--- config.mk ---
export PLATFORM = sky130hd
export DESIGN_NAME = pipeline_sequencer_flat
export DESIGN_NICKNAME = d
export VERILOG_FILES = /design/src/rtl/pipeline_sequencer_if.sv /design/src/rtl/pipeline_sequencer.sv /design/src/flat_wrapper.sv
export SDC_FILE = /design/constraint.sdc
export NUM_CORES = 1
export LEC_CHECK = 0
export CAP_MARGIN = 20
export CORE_ASPECT_RATIO = 0.75
export CORE_MARGIN = 3
export CORE_UTILIZATION = 42
export CTS_CLUSTER_DIAMETER = 30
export DETAILED_ROUTE_END_ITERATION = 8
export HOLD_SLACK_MARGIN = 0.15
export PLACE_DENSITY_LB_ADDON = 0.1
export SYNTH_ARGS = -nofsm -noshare
export SYNTH_HDL_FRONTEND = slang
export SYNTH_SLANG_ARGS = --single-unit
export TNS_END_PERCENT = 100
--- constraint.sdc ---
create_clock -name clk -period 2.5 [get_ports clk]
set_input_delay 0.5 -clock clk [delete_from_list [all_inputs] [get_ports clk]]
set_output_delay 0.5 -clock clk [all_outputs]
set_load 0.05 [all_outputs]
--- src/rtl/pipeline_sequencer_if.sv ---
// rtl/pipeline_sequencer_if.sv - pipeline stage fields in, stall/flush/freeze controls out
interface pipeline_sequencer_if #(parameter int CNT_W = 16);
  logic [5:0]       id_opcode;
  logic [4:0]       id_src1;
  logic [4:0]       id_src2;
  logic             id_single_src;
  logic [4:0]       exe_dest;
  logic [4:0]       mem_dest;
  logic             exe_wb_en;
  logic             mem_wb_en;
  logic             exe_mem_r_en;
  logic             branch_taken;
  logic             mem_req;
  logic             mem_ready;
  logic             freeze_pc;
  logic             bubble_exe;
  logic             flush_id;
  logic             freeze_all;
  logic [1:0]       swp_phase;
  logic [CNT_W-1:0] stall_cycles;

  modport master (
    output id_opcode, id_src1, id_src2, id_single_src, exe_dest, mem_dest,
           exe_wb_en, mem_wb_en, exe_mem_r_en, branch_taken, mem_req, mem_ready,
    input  freeze_pc, bubble_exe, flush_id, freeze_all, swp_phase, stall_cycles
  );

  modport slave (
    input  id_opcode, id_src1, id_src2, id_single_src, exe_dest, mem_dest,
           exe_wb_en, mem_wb_en, exe_mem_r_en, branch_taken, mem_req, mem_ready,
    output freeze_pc, bubble_exe, flush_id, freeze_all, swp_phase, stall_cycles
  );
endinterface

--- src/rtl/pipeline_sequencer.sv ---
// rtl/pipeline_sequencer.sv - stall/flush scheduler with SWP sequencing and memory-wait freeze
// Optional macro PIPELINE_SEQUENCER_FORWARDING_EN: only load-use matches stall.
module pipeline_sequencer #(
  parameter int CNT_W = 16
) (
  input logic                  clk,
  input logic                  rst,
  pipeline_sequencer_if.slave  bus
);

  typedef enum logic [1:0] {RUN, SWP2, MEM_WAIT} state_t;

  localparam logic [5:0] OP_SWP = 6'b111111;

  state_t           state_q, state_d;
  state_t           ret_q, ret_d;
  state_t           eff_state;
  logic [CNT_W-1:0] cnt_q, cnt_d;

  logic freeze_pc, bubble_exe, flush_id, freeze_all;
  logic [1:0] swp_phase;
  logic src1_live, src2_live, hz, mem_stall;

  assign src1_live = (bus.id_src1 != 5'd0);
  assign src2_live = (bus.id_src2 != 5'd0) && !bus.id_single_src;

`ifdef PIPELINE_SEQUENCER_FORWARDING_EN
  assign hz = bus.exe_mem_r_en &&
              ((src1_live && bus.id_src1 == bus.exe_dest) ||
               (src2_live && bus.id_src2 == bus.exe_dest));
`else
  assign hz = (src1_live && ((bus.exe_wb_en && bus.id_src1 == bus.exe_dest) ||
                             (bus.mem_wb_en && bus.id_src1 == bus.mem_dest))) ||
              (src2_live && ((bus.exe_wb_en && bus.id_src2 == bus.exe_dest) ||
                             (bus.mem_wb_en && bus.id_src2 == bus.mem_dest)));
`endif

  assign mem_stall = bus.mem_req && !bus.mem_ready;
  // MEM_WAIT acts on behalf of the state it interrupted
  assign eff_state = (state_q == MEM_WAIT) ? ret_q : state_q;

  always_comb begin
    state_d    = RUN;
    ret_d      = ret_q;
    freeze_pc  = 1'b0;
    bubble_exe = 1'b0;
    flush_id   = 1'b0;
    freeze_all = 1'b0;
    swp_phase  = 2'b00;
    if (rst) begin
      state_d = RUN;
      ret_d   = RUN;
    end else if (mem_stall) begin
      freeze_all = 1'b1;
      swp_phase  = (eff_state == SWP2) ? 2'b01 : 2'b00;
      state_d    = MEM_WAIT;
      ret_d      = eff_state;
    end else if (eff_state == SWP2) begin
      if (bus.branch_taken) begin
        flush_id   = 1'b1;
        bubble_exe = 1'b1;
      end else begin
        swp_phase = 2'b10;
      end
    end else begin
      if (bus.branch_taken) begin
        flush_id   = 1'b1;
        bubble_exe = 1'b1;
      end else if (hz) begin
        freeze_pc  = 1'b1;
        bubble_exe = 1'b1;
      end else if (bus.id_opcode == OP_SWP) begin
        swp_phase = 2'b01;
        freeze_pc = 1'b1;
        state_d   = SWP2;
      end
    end
  end

  always_comb begin
    cnt_d = cnt_q;
    if ((freeze_pc || freeze_all) && (cnt_q != {CNT_W{1'b1}}))
      cnt_d = cnt_q + 1'b1;
  end

  always_ff @(posedge clk) begin
    if (rst) begin
      state_q <= RUN;
      ret_q   <= RUN;
      cnt_q   <= '0;
    end else begin
      state_q <= state_d;
      ret_q   <= ret_d;
      cnt_q   <= cnt_d;
    end
  end

  assign bus.freeze_pc    = freeze_pc;
  assign bus.bubble_exe   = bubble_exe;
  assign bus.flush_id     = flush_id;
  assign bus.freeze_all   = freeze_all;
  assign bus.swp_phase    = swp_phase;
  assign bus.stall_cycles = cnt_q;

endmodule

--- src/flat_wrapper.sv ---
// flat-port wrapper written by rule: the top's interface ports become plain ports
module pipeline_sequencer_flat 
#(
  parameter int CNT_W = 16
)
  (clk, rst, bus_id_opcode, bus_id_src1, bus_id_src2, bus_id_single_src, bus_exe_dest, bus_mem_dest, bus_exe_wb_en, bus_mem_wb_en, bus_exe_mem_r_en, bus_branch_taken, bus_mem_req, bus_mem_ready, bus_freeze_pc, bus_bubble_exe, bus_flush_id, bus_freeze_all, bus_swp_phase, bus_stall_cycles);
  pipeline_sequencer_if #(.CNT_W(CNT_W)) bus_i ();
  input logic clk;
  input logic rst;
  input wire logic [$bits(bus_i.id_opcode)-1:0] bus_id_opcode;
  input wire logic [$bits(bus_i.id_src1)-1:0] bus_id_src1;
  input wire logic [$bits(bus_i.id_src2)-1:0] bus_id_src2;
  input wire logic [$bits(bus_i.id_single_src)-1:0] bus_id_single_src;
  input wire logic [$bits(bus_i.exe_dest)-1:0] bus_exe_dest;
  input wire logic [$bits(bus_i.mem_dest)-1:0] bus_mem_dest;
  input wire logic [$bits(bus_i.exe_wb_en)-1:0] bus_exe_wb_en;
  input wire logic [$bits(bus_i.mem_wb_en)-1:0] bus_mem_wb_en;
  input wire logic [$bits(bus_i.exe_mem_r_en)-1:0] bus_exe_mem_r_en;
  input wire logic [$bits(bus_i.branch_taken)-1:0] bus_branch_taken;
  input wire logic [$bits(bus_i.mem_req)-1:0] bus_mem_req;
  input wire logic [$bits(bus_i.mem_ready)-1:0] bus_mem_ready;
  output wire logic [$bits(bus_i.freeze_pc)-1:0] bus_freeze_pc;
  output wire logic [$bits(bus_i.bubble_exe)-1:0] bus_bubble_exe;
  output wire logic [$bits(bus_i.flush_id)-1:0] bus_flush_id;
  output wire logic [$bits(bus_i.freeze_all)-1:0] bus_freeze_all;
  output wire logic [$bits(bus_i.swp_phase)-1:0] bus_swp_phase;
  output wire logic [$bits(bus_i.stall_cycles)-1:0] bus_stall_cycles;
  assign bus_i.id_opcode = bus_id_opcode;
  assign bus_i.id_src1 = bus_id_src1;
  assign bus_i.id_src2 = bus_id_src2;
  assign bus_i.id_single_src = bus_id_single_src;
  assign bus_i.exe_dest = bus_exe_dest;
  assign bus_i.mem_dest = bus_mem_dest;
  assign bus_i.exe_wb_en = bus_exe_wb_en;
  assign bus_i.mem_wb_en = bus_mem_wb_en;
  assign bus_i.exe_mem_r_en = bus_exe_mem_r_en;
  assign bus_i.branch_taken = bus_branch_taken;
  assign bus_i.mem_req = bus_mem_req;
  assign bus_i.mem_ready = bus_mem_ready;
  assign bus_freeze_pc = bus_i.freeze_pc;
  assign bus_bubble_exe = bus_i.bubble_exe;
  assign bus_flush_id = bus_i.flush_id;
  assign bus_freeze_all = bus_i.freeze_all;
  assign bus_swp_phase = bus_i.swp_phase;
  assign bus_stall_cycles = bus_i.stall_cycles;
  pipeline_sequencer #(.CNT_W(CNT_W)) u_core (.clk(clk), .rst(rst), .bus(bus_i));
endmodule
==> run summary, run 1 <==
Outcome -> complete, no violations
Vias -> 1525
Peak Freq -> 0.412 GHz
Ys async rst share -> 0
DRC -> 0
FF+latch count, synth -> 20
Critical Path Sink Type -> output port
Vias in the first global route -> 1355
Worst Hold End -> u_core.ret_q[0]
DPL Wire Length -> 3030 microns
Post-synth cell types -> 38
Post-Syn Instances -> 169
Post-synth net total -> 205
Post-Route WL -> 3920 microns
Mean post-synth cell area -> 7.97 sq um
Area Overhead vs Synth -> 55.5%
CTS clk-pin slew, worst paths -> 0.08 ns
Hold path start -> u_core.ret_q[0]
# diodes -> 0
Slew HR -> 0.666
Post-synthesis instance area -> 1350 sq um
WS Path Type -> in -> out
First-pass GRT wire length -> 6200 microns
FP Rows -> 17
Most common cell after layout, fill and taps aside -> clkdlybuf4s50_1
Worst R2R Start -> u_core.state_q[0]
Fin. Hold Viols -> 0
Die height -> 55.1 microns
CTS buffer count -> 3
DP Area -> 2050 sq um
Clock Tree Root -> clkbuf_8
Antenna Nets Post-Route -> 0
Slack of the worst reg-to-reg path -> 0.29 ns
DRT Pass-1 Iters -> 4
Post-synthesis adder-cell area fraction -> 0.00929
CTS tree -> yes
Reg2Reg Depth -> 7
Die area -> 3930 sq um
GP Congestion -> 0.925
Critical Path AT -> 1.93 ns
Main combinational cell family by area after synthesis -> simple AND/OR/NAND/NOR gates
Max-capacitance violation count -> 0
Ys Warns -> 0
Core area -> 3000 sq um
Crit start category -> input pin
Area share of and/or/nand/nor cells after synthesis -> 0.301
Crit path required time -> 2.00 ns
Overall routing resource usage -> 0.198
DR vias/cell -> 5.67
Period minus WS final -> 2.43 ns
CTS HTree Levels -> 1
Post-synth EDFFs -> 0
Layout cell share with drive strength beyond 1 -> 0.216
# hold bufs at CTS -> 0
Post-route setup TNS -> 0 ns
Final net count -> 268
Clock Sinks -> 20
Final setup vio count -> 0
Skew-Pair Late Insertion Delay -> 0.26 ns
I/O pin cnt -> 57
Dominant synthesized flop cell -> dfxtp_1
Maximum VDD drop -> 307 uV
Die W -> 71.4 microns
CTS Buffer Depth -> 2
Largest net degree at the start of global routing -> 20
Initial antenna violation count -> 0
Hold depth -> 2
Hold Path Class -> reg -> reg
Sequential area share after synthesis -> 0.297
Design Area, Final -> 2100 sq um
P per Cell Area -> 356 nW/um^2
Initial Utilization -> 0.449
Synth Area in Compound Gates -> 0.200
Most frequent cells in the layout -> 27 x clkdlybuf4s50_1, 20 x dfxtp_1, 19 x xnor2_1
Initial DRC Count -> 96
Post-synthesis xor/xnor area fraction -> 0.130
RSZ-0062 raised after global routing -> no
Reg2reg end -> u_core.bus.stall_cycles[14]
Worst Path Max Fanout -> 4
Leakage power -> 0.749 nW
Final Max Slew Viols -> 0
Slew at the pin with the worst max-slew slack -> 0.499 ns
Port bufs -> 55
Fill cells -> 223
DR WL/cell -> 14.6 microns
Clk_skew -> 0.00448 ns
Multiplexer area fraction after synthesis -> 0.0251
Period utilisation layout -> 0.970
GR Overflow Total -> 0
report_power, final:
part           switching, mW  total, mW  internal (mW)
combinational         0.0875      0.177         0.0898
clock                  0.105      0.245          0.140
sequential           0.00372      0.325          0.321
total                  0.196      0.747          0.551
routing by layer:
metal / track usage / routed length (microns)
met2: 0.335 / 1820
met5: 0 / 0
met4: 0.0188 / 23
met1: 0.273 / 1830
met3: 0.0415 / 245
sequential cells by signal, summed over array words and instances, names as in the netlist:
signal / flops
u_core.state_q: 2
u_core.bus.stall_cycles: 16
u_core.ret_q: 2
area by class of cell:
type / instances / area, sq um / area share
Multi-Input combinational cell: 138 / 951 / 0.454
Timing Repair Buffer: 66 / 631 / 0.301
Sequential cell: 20 / 400 / 0.191
Clock buffer: 4 / 55.1 / 0.0263
Tap cell: 38 / 47.5 / 0.0227
Inverter: 3 / 11.3 / 0.00537
Yosys cell counts, drive strengths merged (5+ instances only):
library cell,instances,area [sq um]
dfxtp,20,400
xnor2,20,175
nor2,15,58.8
nand2,14,52.6
a21oi,12,60.1
o31ai,12,90.1
nand4,8,50.1
or4,8,60.1
nand3,7,35.0
nor3,6,35.0
buf,5,28.8
nor2b,5,31.3
stage by stage:
step	utilization	worst slack, ns	hold slack (ns)	std cells	power [mW]
final	0.699	0.0744	0.490	269	0.747
after global routing	0.699	0.00244	0.528	269	0.778
after CTS	0.705	0.0765	0.490	269	0.751
after detailed placement	0.683	-0.379	0.478	264	0.515
after global placement	0.683	-0.300	0.457	264	0.511
after floorplan	-	0.0973	0.444	169	0.414
cell families (layout without fill, tap and decap cells):
kind of cell / Yosys count / in the layout
mux: 3 / 3
simple gates: 74 / 74
buf+inv: 11 / 73
xor+xnor: 20 / 20
flops: 20 / 20
compound gates: 40 / 40
fa+ha+maj: 1 / 1
worst max-delay path, cell delays in order:
cell	delay (ns)
clkdlybuf4s15_1	0.23
xnor2_1	0.16
nand4_1	0.12
o22ai_2	0.10
a22oi_2	0.28
a41oi_2	0.19
nor2_2	0.18
buf_12	0.16
how the worst max path moves through the flow:
stage / startpoint / end
finish: bus_id_src1[4] / bus_swp_phase[0]
global route: bus_mem_dest[3] / bus_swp_phase[0]
CTS: bus_id_src1[0] / bus_swp_phase[0]
detailed placement: bus_id_src1[0] / u_core.bus.stall_cycles[14]
global placement: bus_id_src2[1] / u_core.bus.stall_cycles[9]
floorplan: bus_id_src2[2] / bus_swp_phase[0]
what timing repair did:
item                                    CTS  global route
endpoints found under the setup margin   13             3
pin swaps                                 4            14
buffers inserted                          1             0
resized for setup                        26            36
No activity file was read; power rests on OpenSTA's default activity.
==> inputs of run 2 (changes only) <==
CTS_CLUSTER_DIAMETER = unset   (was 30)
==> results of run 2 <==
The final DEF is identical to that of run 1; final timing and power are the same.
